### src/rtl/lru_victim_select.sv
// LRU victim selector: per-way saturating age stamps feed a pipelined binary
// comparator tree; invalid ways beat valid ones, oldest stamp wins, locked ways never chosen.
module lru_victim_select #(
  parameter int WAYS       = 16,
  parameter int STAMP_W    = 16,
  parameter int PIPE_EVERY = 2,
  parameter int IDX_W      = $clog2(WAYS)
) (
  input  logic             clk,
  input  logic             reset,
  input  logic             en_i,
  input  logic [IDX_W-1:0] access_i,
  input  logic [WAYS-1:0]  valid_mask_i,
  input  logic [WAYS-1:0]  lock_mask_i,
  output logic [IDX_W-1:0] victim_o,
  output logic             victim_none_o,
  output logic             victim_ready_o
);

  localparam int LVLS   = $clog2(WAYS);
  localparam int LAT    = 1 + (LVLS + PIPE_EVERY - 1) / PIPE_EVERY;
  localparam int KEY_W  = STAMP_W + 1;
  localparam int BUSY_W = $clog2(LAT + 1);

  logic [WAYS-1:0][STAMP_W-1:0] stamp_q, stamp_d;
  logic [WAYS-1:0]              valid_q, lock_q;

  always_comb begin
    stamp_d = stamp_q;
    if (en_i) begin
      for (int i = 0; i < WAYS; i++) begin
        if (access_i == IDX_W'(i)) begin
          stamp_d[i] = '0;
        end else if (stamp_q[i] != {STAMP_W{1'b1}}) begin
          stamp_d[i] = stamp_q[i] + STAMP_W'(1);
        end
      end
    end
  end

  // Mask copies clear on reset so the first post-reset cycle counts as a change.
  always_ff @(posedge clk) begin
    if (reset) begin
      stamp_q <= '0;
      valid_q <= '0;
      lock_q  <= '0;
    end else begin
      stamp_q <= stamp_d;
      valid_q <= valid_mask_i;
      lock_q  <= lock_mask_i;
    end
  end

  for (genvar l = 1; l <= LVLS; l++) begin : g_lvl
    localparam int N   = WAYS >> l;
    localparam bit REG = ((l % PIPE_EVERY) == 0) && (l != LVLS);

    logic [2*N-1:0]            in_cand;
    logic [2*N-1:0][KEY_W-1:0] in_key;
    logic [2*N-1:0][IDX_W-1:0] in_idx;
    logic [N-1:0]              r_win, cand_c, cand;
    logic [N-1:0][IDX_W-1:0]   idx_c, idx;

    if (l == 1) begin : g_leaf
      assign in_cand = ~lock_q;
      for (genvar i = 0; i < WAYS; i++) begin : g_way
        assign in_key[i] = {~valid_q[i], stamp_q[i]};
        assign in_idx[i] = IDX_W'(i);
      end
    end else begin : g_up
      assign in_cand = g_lvl[l-1].cand;
      assign in_key  = g_lvl[l-1].g_key.key;
      assign in_idx  = g_lvl[l-1].idx;
    end

    // Right child only wins on a strictly larger key, so ties keep the lower index.
    for (genvar i = 0; i < N; i++) begin : g_node
      assign r_win[i]  = in_cand[2*i+1] && (!in_cand[2*i] || (in_key[2*i+1] > in_key[2*i]));
      assign cand_c[i] = in_cand[2*i] | in_cand[2*i+1];
      assign idx_c[i]  = r_win[i] ? in_idx[2*i+1] : in_idx[2*i];
    end

    if (l < LVLS) begin : g_key
      logic [N-1:0][KEY_W-1:0] key_c, key;
      for (genvar i = 0; i < N; i++) begin : g_kn
        assign key_c[i] = r_win[i] ? in_key[2*i+1] : in_key[2*i];
      end
      if (REG) begin : g_kreg
        always_ff @(posedge clk) begin
          if (reset) key <= '0;
          else       key <= key_c;
        end
      end else begin : g_kwire
        assign key = key_c;
      end
    end

    if (REG) begin : g_reg
      always_ff @(posedge clk) begin
        if (reset) begin
          cand <= '0;
          idx  <= '0;
        end else begin
          cand <= cand_c;
          idx  <= idx_c;
        end
      end
    end else begin : g_wire
      assign cand = cand_c;
      assign idx  = idx_c;
    end
  end

  logic             root_cand;
  logic [IDX_W-1:0] root_idx;
  logic [IDX_W-1:0] victim_q, victim_d;
  logic             none_q, none_d;

  assign root_cand = g_lvl[LVLS].cand[0];
  assign root_idx  = g_lvl[LVLS].idx[0];
  assign victim_d  = root_cand ? root_idx : '0;
  assign none_d    = ~root_cand;

  logic              load_c;
  logic [BUSY_W-1:0] busy_q, busy_d;
  logic              ready_q, ready_d;

  assign load_c = en_i | (valid_mask_i != valid_q) | (lock_mask_i != lock_q);

  always_comb begin
    busy_d = busy_q;
    if (load_c) begin
      busy_d = BUSY_W'(LAT);
    end else if (busy_q != '0) begin
      busy_d = busy_q - BUSY_W'(1);
    end
  end

  assign ready_d = (busy_d == '0);

  always_ff @(posedge clk) begin
    if (reset) begin
      victim_q <= '0;
      none_q   <= 1'b0;
      busy_q   <= BUSY_W'(LAT);
      ready_q  <= 1'b0;
    end else begin
      victim_q <= victim_d;
      none_q   <= none_d;
      busy_q   <= busy_d;
      ready_q  <= ready_d;
    end
  end

  assign victim_o       = victim_q;
  assign victim_none_o  = none_q;
  assign victim_ready_o = ready_q;

endmodule

### config.mk
export PLATFORM = sky130hd
export DESIGN_NAME = lru_victim_select
export DESIGN_NICKNAME = d
export VERILOG_FILES = /design/src/rtl/lru_victim_select.sv
export SDC_FILE = /design/constraint.sdc
export NUM_CORES = 1
export LEC_CHECK = 0
export CAP_MARGIN = 40
export CORE_MARGIN = 1.5
export CORE_UTILIZATION = 50
export DETAILED_ROUTE_END_ITERATION = 8
export PLACE_DENSITY = 0.79
export SYNTH_ARGS = -nofsm -noshare
export SYNTH_HDL_FRONTEND = slang
export SYNTH_SLANG_ARGS = --single-unit
### constraint.sdc
create_clock -name clk -period 4.49 [get_ports clk]
set_clock_uncertainty 0.2 [all_clocks]
set_input_delay 1.1225 -clock clk [delete_from_list [all_inputs] [get_ports clk]]
set_output_delay 1.1225 -clock clk [all_outputs]
set_load 0.005 [all_outputs]
==> impl_metrics.prom <==
# TYPE chip_impl_metric gauge
chip_impl_metric{name="crit_buf_inv",unit=""} 4
chip_impl_info{name="critical_path.startpoint_type",value="flip-flop"} 1
chip_impl_info{name="cpLargestDelayFamily",value="simple AND/OR/NAND/NOR gates"} 1
chip_impl_metric{name="count_of_input_and_output_buffers",unit=""} 44
chip_impl_metric{name="numClockSinks",unit=""} 377
chip_impl_metric{name="synth-async-reset-ratio",unit=""} 0
chip_impl_metric{name="h_tree_depth",unit=""} 2
chip_impl_metric{name="detail-route-antenna-nets",unit=""} 0
chip_impl_metric{name="max_slew_margin",unit=""} 0.353
chip_impl_metric{name="detailroute.via_count",unit=""} 22100
chip_impl_metric{name="ys_seq_elements",unit=""} 377
chip_impl_metric{name="drt_drc_violations_left",unit=""} 0
chip_impl_metric{name="die_h",unit="µm"} 220
chip_impl_info{name="ys.flop_type",value="dfxtp_1"} 1
chip_impl_metric{name="clock.fmax",unit="MHz"} 224
chip_impl_info{name="crit_path_cell_trace",value="inv_1 > ha_1 > nand4_1 > a311o_1 > a211oi_4 > buf_6 > mux2_2 > ha_4 > nand2_1 > or4_4 > buf_4 > o221ai_2 > nand3_1 > inv_6 > o2bb2ai_1"} 1
chip_impl_info{name="run_status",value="completed"} 1
chip_impl_metric{name="fin_util",unit=""} 0.605
chip_impl_metric{name="total_standard_cell_area_after_synthesis",unit="mm²"} 0.0235
chip_impl_metric{name="drt-vias-per-instance",unit=""} 6.04
chip_impl_metric{name="postCtsHoldBufs",unit=""} 0
chip_impl_metric{name="grt_antenna_before_repair",unit=""} 0
chip_impl_metric{name="synth.yosys.warnings",unit=""} 0
chip_impl_metric{name="globalRouteMet3Util",unit=""} 0.0442
chip_impl_metric{name="critical_path_required",unit="ns"} 4.80
chip_impl_metric{name="design.final.nets",unit=""} 3327
chip_impl_info{name="holdCritPathClass",value="flip-flop to flip-flop"} 1
chip_impl_metric{name="tightest_slew",unit="ns"} 0.964
chip_impl_info{name="worst_setup_path_end_kind",value="flip-flop"} 1
chip_impl_metric{name="number_of_global_route_vias_before_repair",unit=""} 21300
chip_impl_info{name="grt-busiest-layer",value="met2"} 1
chip_impl_metric{name="path_max_fanout",unit=""} 17
chip_impl_metric{name="grt_pass1_wl",unit="mm"} 111
chip_impl_metric{name="post_route_cells_drive_above_1_share",unit=""} 0.142
chip_impl_metric{name="netlist-cell-type-count",unit=""} 84
chip_impl_metric{name="synth.yosys.seq_area_share",unit=""} 0.321
chip_impl_metric{name="maxCapViolations",unit=""} 0
chip_impl_metric{name="synth_enable_flop_cells",unit=""} 0
chip_impl_metric{name="fp.dieArea",unit="mm²"} 0.0484
chip_impl_metric{name="final_worst_path_period_share",unit=""} 0.995
chip_impl_metric{name="ctsLongestPathBuffers",unit=""} 3
chip_impl_metric{name="top_level_ports",unit=""} 45
chip_impl_metric{name="final_setup_vio_count",unit=""} 0
chip_impl_metric{name="worst-endpoint-arrival",unit="ns"} 4.78
chip_impl_info{name="crit_path_top_delay_cell",value="or4_4"} 1
chip_impl_metric{name="placement_rows",unit=""} 79
chip_impl_metric{name="timing.final.hold_violations",unit=""} 0
chip_impl_metric{name="design_area",unit="mm²"} 0.0281
chip_impl_metric{name="cts_buffers",unit=""} 43
chip_impl_metric{name="post_drt_wl_per_cell",unit="µm"} 19.6
chip_impl_metric{name="grt_max_degree",unit=""} 56
chip_impl_info{name="tritoncts",value="yes"} 1
chip_impl_metric{name="drt_first_pass_iters",unit=""} 6
chip_impl_metric{name="area.growth.synth_to_final",unit="%"} 19.4
chip_impl_metric{name="avgSynthCellArea",unit="µm²"} 8.46
chip_impl_metric{name="power.density",unit="mW/mm²"} 316
chip_impl_metric{name="grt_util_all_layers",unit=""} 0.288
chip_impl_metric{name="layout_min_cycle_time",unit="ns"} 4.47
chip_impl_info{name="clock_tree.root_cell",value="clkbuf_16"} 1
chip_impl_metric{name="power.total",unit="mW"} 8.89
chip_impl_metric{name="crit_path_max_incr_delay",unit="ns"} 0.57
chip_impl_metric{name="dp.final_hpwl",unit="mm"} 53.7
chip_impl_metric{name="finalWirelength",unit="mm"} 71.6
chip_impl_metric{name="synthCells",unit=""} 2782
chip_impl_metric{name="ir_worst_vdd",unit="µV"} 325
chip_impl_metric{name="clk_transition_reported_paths",unit="ns"} 0.06
chip_impl_metric{name="initial_core_util",unit=""} 0.507
chip_impl_metric{name="use_met2",unit=""} 0.486
chip_impl_metric{name="n_antenna_cell",unit=""} 0
chip_impl_metric{name="gp_congestion",unit=""} 1.00
chip_impl_metric{name="mappedNetlistNets",unit=""} 3092
chip_impl_metric{name="clock_latency_at_the_later_pin_of_the_worst_skew_pair",unit="ns"} 0.59
chip_impl_metric{name="p_leak",unit="nW"} 11.6
chip_impl_metric{name="floorplan.die.width",unit="µm"} 220
chip_impl_metric{name="placed_cell_area",unit="mm²"} 0.0259
chip_impl_info{name="rsz0062_at_grt",value="true"} 1
chip_impl_metric{name="finalMaxSlewViolations",unit=""} 0
chip_impl_metric{name="grt_use_met1",unit=""} 0.364
chip_impl_metric{name="overflow",unit=""} 0
chip_impl_metric{name="design.core.area",unit="mm²"} 0.0465
chip_impl_info{name="critPathKind",value="flip-flop to flip-flop"} 1
chip_impl_metric{name="drt-initial-drc-count",unit=""} 1928
## per-layer routing
layer	vias up	routed length, µm
met2	983	33500
met1	10600	29100
met5	-	0
li1	10300	-
met3	217	5880
met4	0	3150
## final timing paths
| path | from | to | slack (ns) | depth (start not counted) |
|---|---|---|---|---|
| setup reg to reg | g_lvl[1].in_key[46] | g_lvl[2].g_key.key[6] | 0.02 | 15 |
| setup / recovery | g_lvl[1].in_key[46] | g_lvl[2].g_key.key[6] | 0.02 | 15 |
| hold reg to reg | busy_q[1] | victim_ready_o | 0.26 | 1 |
| hold / removal | busy_q[1] | victim_ready_o | 0.26 | 1 |
## stage by stage
step	hold WS [ns]	setup WS, ns	TNS [ns]	instances
after floorplan	0.214	0.0776	0	2782
after global placement	0.234	0.00822	0	3552
after detailed placement	0.250	-0.217	-3.65	3553
after CTS	0.260	0.0151	0	3632
after global routing	0.273	-0.187	-4.96	3656
final	0.256	0.0205	0	3656
## placed cells by master (no fill, tap or decap), types with 30 or more instances in the layout
cell	count
nor2_1	308
ha_1	263
nand2_1	183
and4_1	35
nor2b_1	43
a21o_1	31
xnor2_1	131
o21ai_0	79
or3_1	30
inv_1	237
a21oi_1	143
xor2_1	84
nand3_1	127
o22ai_1	34
buf_4	201
clkdlybuf4s50_1	42
nor3_1	57
dfxtp_1	368
mux2i_1	95
clkbuf_16	44
nand4_1	99
## logic make-up (layout without fill, tap and decap cells)
kind of cell               Yosys count  count (layout)  share of synthesized area
and+or+nand+nor                    994             994                      0.210
AOI/OAI and AO/OA                  472             472                      0.131
buffers and inverters              313             580                     0.0524
DFF                                377             377                      0.321
adders and majority gates          271             271                      0.144
xor gates and xnor gates           215             215                     0.0800
muxes                              140             140                     0.0610
## state kept, by name, indices dropped and copies added, names as in the netlist
signal / cells
victim_o: 4
busy_q: 2
g_lvl.in_key: 256
g_lvl.idx: 9
victim_ready_o: 1
victim_none_o: 1
valid_q: 16
g_lvl.g_key.key: 68
lock_q: 16
g_lvl.cand: 4
## timing repair
item / CTS / global route
pin swaps: 2 / 27
gates cloned: 0 / 2
setup buffers: 2 / 22
gates resized for setup: 8 / 112
setup endpoints to repair: 56 / 79
## Yosys cell counts (4+ instances only)
| master | n | area (µm²) |
|---|---|---|
| and3_1 | 28 | 175 |
| inv_1 | 239 | 897 |
| xor2_1 | 84 | 736 |
| ha_1 | 271 | 3390 |
| nor2b_1 | 43 | 269 |
| o22ai_1 | 34 | 213 |
| buf_1 | 6 | 22.5 |
| o31a_1 | 5 | 43.8 |
| o2bb2ai_1 | 33 | 289 |
| o21a_1 | 10 | 75.1 |
| a21boi_0 | 7 | 52.6 |
| o41ai_1 | 4 | 35.0 |
| o21bai_1 | 5 | 37.5 |
| mux2_2 | 28 | 315 |
| a21o_1 | 31 | 233 |
| nor4_1 | 21 | 131 |
| nor3_1 | 63 | 315 |
| a21oi_1 | 144 | 721 |
| mux2i_1 | 112 | 1120 |
| a2111oi_0 | 6 | 52.6 |
| a31oi_1 | 18 | 113 |
| xnor2_1 | 131 | 1150 |
| nand2b_1 | 13 | 81.3 |
| a41oi_1 | 4 | 35.0 |
| dfxtp_1 | 377 | 7550 |
| o21ai_1 | 9 | 45.0 |
| clkbuf_1 | 36 | 135 |
| or2_2 | 5 | 31.3 |
| nand3_1 | 127 | 636 |
| buf_4 | 4 | 30.0 |
| nor2_1 | 308 | 1160 |
| a31o_2 | 5 | 43.8 |
| and4_1 | 36 | 315 |
| nand4_1 | 99 | 619 |
| a211oi_1 | 17 | 128 |
| buf_2 | 22 | 110 |
| o211ai_1 | 4 | 30.0 |
| o21ai_0 | 88 | 440 |
| nand2_1 | 185 | 694 |
| or3_1 | 30 | 188 |
| nor3b_1 | 5 | 37.5 |
| o31ai_1 | 10 | 75.1 |
| and2_1 | 7 | 43.8 |
## cell type report
class                   count  area (µm²)
clock inverters            13         106
inverters                 243         920
flip-flops and latches    377        7560
well taps                 607         759
fillers                  3844       18400
multi-input cells        2092       15300
clock buffers              64        1290
repair buffers            260        2180
## power by group
group	internal (mW)	switching [mW]
Clock	2.05	1.45
Combinational	0.811	1.02
Sequential	3.45	0.108
Total	6.31	2.58
Power figures use the tool's default switching activity.
